[config.mk]
export PLATFORM = sky130hd
export DESIGN_NAME = jalr_wait_queue
export DESIGN_NICKNAME = d
export VERILOG_FILES = /design/src/rtl/jalr_wait_queue.sv
export SDC_FILE = /design/constraint.sdc
export NUM_CORES = 1
export LEC_CHECK = 0
export CAP_MARGIN = 20
export CORE_MARGIN = 3
export CORE_UTILIZATION = 57
export CTS_BUF_LIST = sky130_fd_sc_hd__clkbuf_4 sky130_fd_sc_hd__clkbuf_8 sky130_fd_sc_hd__clkbuf_16
export CTS_CLUSTER_SIZE = 10
export DETAILED_ROUTE_END_ITERATION = 6
export PLACE_DENSITY = 0.87
export SLEW_MARGIN = 10
export SYNTH_ARGS = -nofsm -noshare
export SYNTH_HDL_FRONTEND = slang
export SYNTH_SLANG_ARGS = --single-unit
[constraint.sdc]
create_clock -name clk -period 12.2 [get_ports clk]
set_input_delay 1.83 -clock clk [delete_from_list [all_inputs] [get_ports clk]]
set_output_delay 1.83 -clock clk [all_outputs]
set_load 0.05 [all_outputs]
[src/rtl/jalr_wait_queue.sv]
`default_nettype none
// ============================================================================
// Module   : jalr_wait_queue
// Purpose  : Fetch-side holding buffer for JALR instructions whose base
//            register is not yet readable. Up to four pending JALRs are held
//            in a circular buffer. Slot i is presented to forwarding port i.
//            The oldest entry retires, in program order, once its port reports
//            ready. Retiring produces a registered PC redirect back to fetch.
// Revision : 1.0 - initial release
// ----------------------------------------------------------------------------
// Ports
//   clk, rst_n              clock, asynchronous active-low reset
//   flush                   discard all entries (highest priority)
//   alloc_v0/alloc_v1       lane 0 (older) / lane 1 (younger) JALR valid
//   alloc_{rs1,imm,pc,rd}_* per-lane JALR fields
//   alloc_ready             at least two free slots (pre-retire count)
//   slot_rs1_0..3           rs1 of each slot, 0 when the slot is empty
//   slot_ready_0..3         forwarding unit: rs1 of slot i readable now
//   slot_data_0..3          forwarded rs1 value for slot i
//   redir_valid             one-cycle redirect pulse
//   redir_target/link/rd    redirect payload, held between pulses
//   count                   occupied slots, 0..4
//   stall_cycles            saturating count of head-valid-but-not-ready
// ============================================================================
module jalr_wait_queue #(
    parameter int DEPTH = 4
) (
    input  logic        clk,
    input  logic        rst_n,
    input  logic        flush,
    input  logic        alloc_v0,
    input  logic        alloc_v1,
    input  logic [4:0]  alloc_rs1_0,
    input  logic [4:0]  alloc_rs1_1,
    input  logic [11:0] alloc_imm_0,
    input  logic [11:0] alloc_imm_1,
    input  logic [31:0] alloc_pc_0,
    input  logic [31:0] alloc_pc_1,
    input  logic [4:0]  alloc_rd_0,
    input  logic [4:0]  alloc_rd_1,
    output logic        alloc_ready,
    output logic [4:0]  slot_rs1_0,
    output logic [4:0]  slot_rs1_1,
    output logic [4:0]  slot_rs1_2,
    output logic [4:0]  slot_rs1_3,
    input  logic        slot_ready_0,
    input  logic        slot_ready_1,
    input  logic        slot_ready_2,
    input  logic        slot_ready_3,
    input  logic [31:0] slot_data_0,
    input  logic [31:0] slot_data_1,
    input  logic [31:0] slot_data_2,
    input  logic [31:0] slot_data_3,
    output logic        redir_valid,
    output logic [31:0] redir_target,
    output logic [31:0] redir_link,
    output logic [4:0]  redir_rd,
    output logic [2:0]  count,
    output logic [15:0] stall_cycles
);

    localparam logic [2:0]  c_ALLOC_MAX_COUNT = 3'(DEPTH - 2);
    localparam logic [15:0] c_STALL_MAX       = 16'hFFFF;

    // ------------------------------------------------------------------
    // State
    // ------------------------------------------------------------------
    logic [DEPTH-1:0]        valid_q,   valid_d;
    logic [DEPTH-1:0][4:0]   rs1_q,     rs1_d;
    logic [DEPTH-1:0][11:0]  imm_q,     imm_d;
    logic [DEPTH-1:0][31:0]  pc_q,      pc_d;
    logic [DEPTH-1:0][4:0]   rd_q,      rd_d;
    logic [1:0]              head_q,    head_d;
    logic [1:0]              tail_q,    tail_d;
    logic [2:0]              count_q,   count_d;
    logic                    rvalid_q,  rvalid_d;
    logic [31:0]             rtarget_q, rtarget_d;
    logic [31:0]             rlink_q,   rlink_d;
    logic [4:0]              rrd_q,     rrd_d;
    logic [15:0]             stall_q,   stall_d;

    // ------------------------------------------------------------------
    // Head-slot view of the forwarding unit
    // ------------------------------------------------------------------
    logic        w_head_rdy;
    logic [31:0] w_head_data;
    logic        w_head_valid;
    logic        w_retire;
    logic        w_alloc0;
    logic        w_alloc1;
    logic [1:0]  w_tail_p1;
    logic [11:0] w_head_imm;
    logic [31:0] w_target_sum;
    logic [31:0] w_link;

    // Only the head's ready/data matter; other ports are observed but unused.
    always_comb begin
        w_head_rdy  = 1'b0;
        w_head_data = 32'd0;
        case (head_q)
            2'd0: begin w_head_rdy = slot_ready_0; w_head_data = slot_data_0; end
            2'd1: begin w_head_rdy = slot_ready_1; w_head_data = slot_data_1; end
            2'd2: begin w_head_rdy = slot_ready_2; w_head_data = slot_data_2; end
            default: begin w_head_rdy = slot_ready_3; w_head_data = slot_data_3; end
        endcase
    end

    assign alloc_ready  = (count_q <= c_ALLOC_MAX_COUNT);
    assign w_head_valid = valid_q[head_q];
    assign w_retire     = w_head_valid & w_head_rdy & ~flush;
    // Lane 1 is only honoured together with lane 0 (older lane first).
    assign w_alloc0     = alloc_ready & alloc_v0 & ~flush;
    assign w_alloc1     = w_alloc0 & alloc_v1;
    assign w_tail_p1    = tail_q + 2'd1;

    assign w_head_imm   = imm_q[head_q];
    assign w_target_sum = w_head_data + {{20{w_head_imm[11]}}, w_head_imm};
    assign w_link       = pc_q[head_q] + 32'd4;

    // ------------------------------------------------------------------
    // Next-state logic
    // ------------------------------------------------------------------
    always_comb begin
        valid_d   = valid_q;
        rs1_d     = rs1_q;
        imm_d     = imm_q;
        pc_d      = pc_q;
        rd_d      = rd_q;
        head_d    = head_q;
        tail_d    = tail_q;
        count_d   = count_q;
        rvalid_d  = 1'b0;
        rtarget_d = rtarget_q;
        rlink_d   = rlink_q;
        rrd_d     = rrd_q;
        stall_d   = stall_q;

        // Stall counting looks only at the head's state; flush does not clear it.
        if (w_head_valid && !w_head_rdy && (stall_q != c_STALL_MAX)) begin
            stall_d = stall_q + 16'd1;
        end

        if (flush) begin
            valid_d = '0;
            head_d  = 2'd0;
            tail_d  = 2'd0;
            count_d = 3'd0;
        end else begin
            // Retire first. Allocation needs two free slots, so the slots it
            // writes can never be the head being retired.
            if (w_retire) begin
                valid_d[head_q] = 1'b0;
                head_d          = head_q + 2'd1;
                rvalid_d        = 1'b1;
                rtarget_d       = {w_target_sum[31:1], 1'b0};
                rlink_d         = w_link;
                rrd_d           = rd_q[head_q];
            end
            if (w_alloc0) begin
                valid_d[tail_q] = 1'b1;
                rs1_d[tail_q]   = alloc_rs1_0;
                imm_d[tail_q]   = alloc_imm_0;
                pc_d[tail_q]    = alloc_pc_0;
                rd_d[tail_q]    = alloc_rd_0;
                tail_d          = w_tail_p1;
            end
            if (w_alloc1) begin
                valid_d[w_tail_p1] = 1'b1;
                rs1_d[w_tail_p1]   = alloc_rs1_1;
                imm_d[w_tail_p1]   = alloc_imm_1;
                pc_d[w_tail_p1]    = alloc_pc_1;
                rd_d[w_tail_p1]    = alloc_rd_1;
                tail_d             = tail_q + 2'd2;
            end
            count_d = count_q + {2'b00, w_alloc0} + {2'b00, w_alloc1}
                    - {2'b00, w_retire};
        end
    end

    // ------------------------------------------------------------------
    // Registers
    // ------------------------------------------------------------------
    always_ff @(posedge clk or negedge rst_n) begin
        if (!rst_n) begin
            valid_q   <= '0;
            rs1_q     <= '0;
            imm_q     <= '0;
            pc_q      <= '0;
            rd_q      <= '0;
            head_q    <= 2'd0;
            tail_q    <= 2'd0;
            count_q   <= 3'd0;
            rvalid_q  <= 1'b0;
            rtarget_q <= 32'd0;
            rlink_q   <= 32'd0;
            rrd_q     <= 5'd0;
            stall_q   <= 16'd0;
        end else begin
            valid_q   <= valid_d;
            rs1_q     <= rs1_d;
            imm_q     <= imm_d;
            pc_q      <= pc_d;
            rd_q      <= rd_d;
            head_q    <= head_d;
            tail_q    <= tail_d;
            count_q   <= count_d;
            rvalid_q  <= rvalid_d;
            rtarget_q <= rtarget_d;
            rlink_q   <= rlink_d;
            rrd_q     <= rrd_d;
            stall_q   <= stall_d;
        end
    end

    // ------------------------------------------------------------------
    // Outputs
    // ------------------------------------------------------------------
    assign slot_rs1_0   = valid_q[0] ? rs1_q[0] : 5'd0;
    assign slot_rs1_1   = valid_q[1] ? rs1_q[1] : 5'd0;
    assign slot_rs1_2   = valid_q[2] ? rs1_q[2] : 5'd0;
    assign slot_rs1_3   = valid_q[3] ? rs1_q[3] : 5'd0;
    assign redir_valid  = rvalid_q;
    assign redir_target = rtarget_q;
    assign redir_link   = rlink_q;
    assign redir_rd     = rrd_q;
    assign count        = count_q;
    assign stall_cycles = stall_q;

endmodule
`default_nettype wire

==> results of run 1 <==
[flip-flops by register name, indices dropped and copies added, names as in the netlist, 3 cells and up]
name	flops
rs1_q	20
redir_link	32
redir_target	31
redir_rd	5
valid_q	4
imm_q	48
count	3
stall_cycles	16
pc_q	128
rd_q	20
[power by group]
part	leakage, uW	switching, uW	total (uW)	internal (uW)
Combinational	0.00647	1500	2590	1090
Sequential	0.00377	282	1800	1520
Clock	0.000511	405	984	578
[critical path, stage by stage (launching register included)]
cell and delay, ns:
dfrtp_2 0.84, buf_4 0.58, ha_1 0.34, buf_4 0.34, a222oi_1 0.14, nand2_1 0.09, o21ai_0 0.24, or3_4 0.62
inv_1 0.69, ha_1 0.37, fa_1 0.39, fa_1 0.39, xnor2_1 0.17, nor2_1 0.07
[stage by stage]
step	instances	hold WS, ns
floorplan	1816	0.524
global placement	2458	0.461
detailed placement	2459	0.469
CTS	2504	0.481
global route	2512	0.511
finish	2512	0.476
[logic make-up after synthesis]
family | share of synthesized area
AND/OR/NAND/NOR | 0.122
other | 0.000211
AO/OA/AOI/OAI | 0.147
XOR/XNOR | 0.0349
flip-flops | 0.439
adder cells (fa/ha/maj) | 0.0350
multiplexers | 0.188
buffers and inverters | 0.0337
[final timing paths]
path / slack [ns] / start / cells past startpoint / endpoint
max: 6.76 / head_q[1] / 13 / count[2]
min in group asynchronous: 1.33 / rst_n / 1 / redir_link[28]
max reg2reg: 6.76 / head_q[1] / 13 / count[2]
max in group asynchronous: 9.26 / rst_n / 2 / head_q[0]
min: 0.48 / redir_target[14] / 2 / redir_target[14]
min reg2reg: 0.48 / redir_target[14] / 2 / redir_target[14]
[area by class of cell]
cell class	count	area, um2	share of cell area
multi-input combinational	1355	9460	0.418
clock buffer	44	1010	0.0448
clock inverter	1	16.3	0.000718
inverter	24	90.1	0.00397
sequential	312	7810	0.345
tap	396	495	0.0219
antenna	6	15.0	0.000662
timing repair buffer	374	3760	0.166
[layout by cell type (no fill, tap or decap), drive strengths merged, types with 39 or more instances in the layout]
cell type      count
nor2             224
nand2            182
dfrtp            312
clkbuf            44
xnor2             39
mux4              50
a21oi            235
o21ai            122
ha                45
mux2i            218
clkdlybuf4s50    352
[layer usage]
metal  wire length [um]  vias to the layer above
met3               4050                      146
li1                   -                     7054
met2              26700                      738
met5                 41                        -
met4               2320                        6
met1              21100                     7609
==> out/qor.csv, run 1 <==
metric,value,unit
io_pins,355,
rsz0062_at_grt,false,
critPathRequiredTime,12.59,ns
critical_path_class,flip-flop to flip-flop,
layout_setup_ws,6.76,ns
via_per_inst,6.19,
ys_seq_area_frac,0.439,
syn_area,0.0178,mm2
grt_overflow,0,
period_minus_slack,5.44,ns
top_usage_layer,met2,
final_util,0.739,
syn_to_final_growth,27.4,%
place_ws,6.73,ns
fin_area,0.0227,mm2
start_util,0.580,
worst_pin_slew,1.08,ns
maxSlewViolCount,0,
grt_pass1_wl,84.4,mm
clk_latency,0.51,ns
root_buffer,clkbuf_16,
power_density,237,mW/mm2
ys.flop_type,dfrtp_1,
status,completed,
final_layout_size_suffix_gt1_frac,0.0654,
worstHoldPathType,flip-flop to flip-flop,
clock_skew,0.0191,ns
p_leak,0.0108,uW
die_h,183,um
post-synth-top-count-cell,dfrtp_1,
async_flop_share,1.00,
yosys-top-cells-area,"dfrtp_1, mux2i_1, a21oi_1",
nNetsFinal,2397,
drt_iter0_drc,1423,
synth.top_cell.area_share,0.439,
critical_path.max_fanout,38,
worst_ep_arrival_time,5.82,ns
vias,15553,
clock_sinks,312,
grt_max_degree,110,
antenna_found_initial,9,
syn_area_per_cell,9.80,um2
maxCapViolCount,0,
critPathCaptureType,flip-flop,
fp-row-count,64,
use_met2,0.539,
final_antenna_net_count,0,
synth_seq_cells,312,
grt_pass1_vias,15727,
synthDistinctLibCells,60,
yosysTopAreaCell,dfrtp_1,
finalSetupTns,0,ns
use_met1,0.392,
firstDrtPassIters,7,
fin_crit_sh,0.446,
grt_use_total,0.316,
wl,54.3,mm
netlist_instances,1816,
synth_common_cells,"dfrtp_1, a21oi_1, nor2_1",
cts_tree,built,
cts_buffers,37,
cts.reportedPaths.clkPinSlew,0.06,ns
design.die.area,0.0334,mm2
cts_setup_buffers,0,
wl_per_cell,21.6,um
power,5380,uW
syn_nets,2109,
cp-start-kind,flip-flop,
place_area,0.0216,mm2
post_cts_resized,0,
ir_worst_vdd,0.183,mV
cts_buffer_depth,3,
dpl.hpwl,37.1,mm
finalHoldViolCount,0,
ctsHtreeMaxLevel,2,
max_freq,184,MHz
place.gp.congestion,0.930,
drc,0,
synth_edf_count,0,
port_buffers,353,
met3_usage,0.0580,
setup_viol,0,
num-fill-cells,2179,
core,0.0307,mm2
die_w,183,um
cts_hold_buf,0,
yosys_warnings,0,
relSlewSlack,0.277,
No activity file was read; power rests on OpenSTA's default activity.
==> run 2: changes to the inputs <==
- CORE_UTILIZATION: 57 -> 53
- PLACE_DENSITY: 0.87 -> 0.82
- clock period: 12.2 -> 5.3 ns (I/O delays scaled with it)
==> run 2 against run 1 <==
Effect of this change:
- final cell count grew 1.8%
- worst hold slack worse by 0.25 ns
- via count decreased by 2.0%
- clock power grew 130%
- final area increased by 0.32%
==> out/qor.csv, run 2 (same netlist as run 1, synthesis figures left out) <==
metric,value,unit
status,completed,
reg2reg_depth,14,
period_minus_slack,4.49,ns
final_util,0.693,
power_density,544,mW/mm2
firstDrtPassIters,5,
die_h,189,um
place.gp.congestion,0.855,
die_w,189,um
startpoint,head_q[0],
grt_pass1_vias,15381,
antenna_found_initial,7,
clock_skew,0.0201,ns
power,12400,uW
critPathCaptureType,flip-flop,
critical_path_class,flip-flop to flip-flop,
layout_setup_ws,0.813,ns
clock_sinks,312,
root_buffer,clkbuf_16,
worst_pin_slew,1.00,ns
grt_max_degree,128,
wl,53.4,mm
r2r_start,head_q[0],
relSlewSlack,0.332,
worst_ep_arrival_time,4.92,ns
cts.reportedPaths.clkPinSlew,0.06,ns
via_per_inst,5.96,
final_common_cell,clkdlybuf4s50_1,
io_pins,355,
p_leak,0.0108,uW
final_antenna_net_count,0,
cts_hold_buf,0,
maxCapViolCount,0,
syn_to_final_growth,27.8,%
maxSlewViolCount,0,
grt_use_total,0.290,
max_freq,223,MHz
grt_pass1_wl,83.4,mm
cts_tree,built,
fin_crit_sh,0.847,
start_util,0.543,
wirelength_met1,21.4,mm
clk_latency,0.51,ns
post_cts_resized,0,
drc,0,
grt_overflow,0,
cts_buffer_depth,3,
fp-row-count,66,
wl_met2,26.1,mm
worstHoldPathType,primary input to asynchronous set/reset pin,
largest_reg_flops,128,
design.die.area,0.0358,mm2
hold-worst-slack,0.227,ns
highest-signal-layer,met5,
port_buffers,353,
finalHoldViolCount,0,
final_layout_size_suffix_gt1_frac,0.0663,
rsz0062_at_grt,false,
cts_setup_buffers,0,
cp-start-kind,flip-flop,
nNetsFinal,2398,
dpl.hpwl,36.5,mm
num-fill-cells,2487,
wl_per_cell,20.9,um
ir_worst_vdd,0.497,mV
cts_buffers,37,
critical_path.max_fanout,20,
wl_met3,4.07,mm
regMostFlops,pc_q,
setup_viol,0,
finalSetupTns,0,ns
critPathRequiredTime,5.74,ns
ctsHtreeMaxLevel,2,
core,0.0328,mm2
drt_iter0_drc,1283,
place_ws,0.885,ns
final_cell_mix,"clkdlybuf4s50_1, dfrtp_1, a21oi_1, nor2_1, mux2i_1",
vias,15248,
## run 2: cell types whose count changed in the layout (fill, tap and decap cells not counted)
| cell | change |
|---|---|
| buf_12 | +4 |
| buf_16 | -2 |
| clkbuf_4 | +2 |
| diode_2 | -2 |
| buf_4 | -1 |
| clkbuf_8 | -1 |
## run 2: power breakdown
group | switching, uW | leakage [uW] | internal [uW]
registers | 656 | 0.00377 | 3500
logic | 3440 | 0.00647 | 2520
clock network | 928 | 0.000513 | 1330
total | 5020 | 0.0108 | 7340
## run 2: per-stage QoR
stage          std cells  area [um2]
6_report            2558       22700
3_3_place_gp        2506       21600
5_1_grt             2558       22700
4_1_cts             2552       22700
3_5_place_dp        2506       21600
2_1_floorplan       1816       17800
## run 2: path summary, 6_finish.rpt
path / slack, ns / endpoint
worst max-delay path: 0.81 / redir_target[30]
worst min-delay path: 0.23 / stall_cycles[4]
worst max register to register: 0.81 / redir_target[30]
worst min register to register: 0.47 / redir_rd[2]
max in group asynchronous: 3.95 / pc_q[66]
min in group clk: 0.47 / redir_rd[2]
## run 2: final cells by class
class / count / area (um2) / share of cell area
Timing Repair Buffer: 375 / 3770 / 0.166
Antenna cell: 4 / 10.0 / 0.000440
Tap cell: 442 / 553 / 0.0243
Clock buffer: 45 / 1020 / 0.0447
Inverter: 24 / 90.1 / 0.00396
Multi-Input combinational cell: 1355 / 9460 / 0.416
Sequential cell: 312 / 7810 / 0.344
Clock inverter: 1 / 16.3 / 0.000715
## run 2: routing by layer
| layer | GRT usage | vias to the layer above |
|---|---|---|
| met5 | 0 | - |
| met4 | 0.101 | 6 |
| met3 | 0.0587 | 105 |
| met2 | 0.494 | 656 |
| met1 | 0.371 | 7419 |
| li1 | - | 7062 |
## run 2: critical path: stages, from the launching register on
cell       delay, ns
dfrtp_4         0.54
inv_1           0.12
ha_1            0.42
buf_4           0.31
a222oi_1        0.37
a21oi_1         0.12
ha_1            0.49
and3_1          0.26
nand4_1         0.11
a21oi_1         0.23
o2111ai_1       0.28
a211oi_1        0.43
a21oi_1         0.18
or4_1           0.43
nand3_1         0.09
==> run 3: changes to the inputs <==
- CORE_UTILIZATION: 53 -> 48
- PLACE_DENSITY: 0.82 -> 0.78
- clock period: 5.3 -> 3.7 ns (I/O delays scaled with it)
==> run 3 against run 2 <==
Effect of this change:
- combinational power grew 57%
- highest routed layer unchanged
- sequential power rose by 43%
- largest power group unchanged
- non-clock buffer count increased by 79
- via count grew 2.5%
- critical path type unchanged
- wire length grew 5.1%
- die area up 10%
- sequential share of layout area is 1.5 points lower
==> out/qor.csv, run 3 (same netlist as run 1, synthesis figures left out) <==
metric,value,unit
status,completed,
ctsHtreeMaxLevel,2,
critPathRequiredTime,4.14,ns
placedCellCount,2601,
drt_iter0_drc,1092,
rsz0062_at_grt,true,
max_freq,274,MHz
final_cell_mix,"clkdlybuf4s50_1, dfrtp_1, a21oi_1, nor2_1, mux2i_1",
cts_buffers,38,
layout_setup_ws,0.0473,ns
final_layout_size_suffix_gt1_frac,0.116,
final_cells,2666,
place.gp.congestion,0.907,
crit_slowest_cell,a222oi_1,
critical_path_class,flip-flop to flip-flop,
wl,56.1,mm
critPathCaptureType,flip-flop,
worst_ep_arrival_time,4.09,ns
design.die.area,0.0394,mm2
firstDrtPassIters,5,
period_minus_slack,3.65,ns
final_antenna_net_count,0,
io_pins,355,
via_per_inst,5.86,
relSlewSlack,0.408,
clock_sinks,312,
grt_use_total,0.276,
cts.reportedPaths.clkPinSlew,0.06,ns
place_ws,-0.303,ns
maxSlewViolCount,0,
cts_buffer_depth,3,
die_h,199,um
cts_tree,built,
cts_hold_buf,0,
critical_path.max_fanout,24,
fp-row-count,69,
power_density,788,mW/mm2
grt_pass1_wl,86.4,mm
largest_reg_flops,128,
core,0.0361,mm2
cpPeakStageDelay,0.59,ns
grt_pass1_vias,16134,
start_util,0.493,
finalHoldViolCount,0,
vias,15625,
p_leak,0.0113,uW
reg2reg_depth,14,
drc,0,
clock_skew,0.0113,ns
worstHoldPathType,primary input to asynchronous set/reset pin,
regArea,0.00781,mm2
power,18700,uW
cp-start-kind,flip-flop,
antenna_found_initial,7,
setup_viol,0,
grt_max_degree,129,
root_buffer,clkbuf_16,
grt_overflow,0,
fin_crit_sh,0.987,
nNetsFinal,2478,
cp_cell_sequence,"ha_4, buf_12, a222oi_1, a21oi_1, ha_1, buf_4, nand3_2, nor2_4, nand2_1, a2bb2oi_2, a211oi_4, a21oi_2, or4_1, nand3_1",
dpl.hpwl,39.7,mm
num-fill-cells,2843,
port_buffers,353,
syn_to_final_growth,33.7,%
worst_pin_slew,0.888,ns
multi_input_area,0.00963,mm2
wl_per_cell,21.1,um
clk_latency,0.51,ns
maxCapViolCount,0,
ir_worst_vdd,0.559,mV
final_common_cell,clkdlybuf4s50_1,
regMostFlops,pc_q,
die_w,199,um
## run 3: path summary, 6_finish.rpt
| check | start | endpoint | slack [ns] |
|---|---|---|---|
| worst max-delay path | head_q[0] | redir_target[30] | 0.05 |
| worst min-delay path | rst_n | stall_cycles[4] | 0.12 |
| worst max register to register | head_q[0] | redir_target[30] | 0.05 |
| worst min register to register | redir_link[19] | redir_link[19] | 0.48 |
| max in group asynchronous | rst_n | imm_q[12] | 2.61 |
| min in group clk | redir_link[19] | redir_link[19] | 0.48 |
## run 3: layout make-up
type / count / share of cell area
sequential: 312 / 0.328
tap: 461 / 0.0242
inverter: 24 / 0.00410
clock inverter: 1 / 0.000210
timing repair buffer: 454 / 0.190
antenna: 5 / 0.000526
multi-input combinational: 1355 / 0.405
clock buffer: 54 / 0.0480
## run 3: timing repair
action                     4_1_cts  5_1_grt
resized for setup               15       20
setup buffers                    0        5
setup endpoints to repair        6       14
pin swaps                        9       28
## run 3: worst max-delay path: cells and delay by family, from the launching register on
family / cells / cell delay (ns)
AO/OA/AOI/OAI: 5 / 1.35
AND/OR/NAND/NOR: 5 / 0.86
adder cells (fa/ha/maj): 2 / 0.53
flip-flops: 1 / 0.51
buffers and inverters: 2 / 0.30
## run 3: through the flow
stage	instance area (um2)	setup TNS, ns	hold slack [ns]	util
floorplan	18000	-3.01	0.259	-
global placement	22400	-0.886	0.461	0.622
detailed placement	22400	-1.08	0.462	0.622
CTS	23700	0	0.164	0.656
global route	23800	-0.280	0.184	0.659
finish	23800	0	0.115	0.659
## run 3: per-layer routing
layer | wire, um | share of wire | GRT usage | vias up
met4 | 1690 | 0.030 | 0.0914 | 10
met3 | 4530 | 0.081 | 0.0606 | 120
met1 | 21500 | 0.38 | 0.335 | 7637
met5 | 80 | 0.0014 | 0 | -
li1 | - | - | - | 7225
met2 | 28300 | 0.50 | 0.489 | 633
## run 3: where the power goes
| group | switching (uW) | internal (uW) |
|---|---|---|
| combinational | 5210 | 4110 |
| sequential | 926 | 5010 |
| clock | 1370 | 2120 |
| total | 7510 | 11200 |
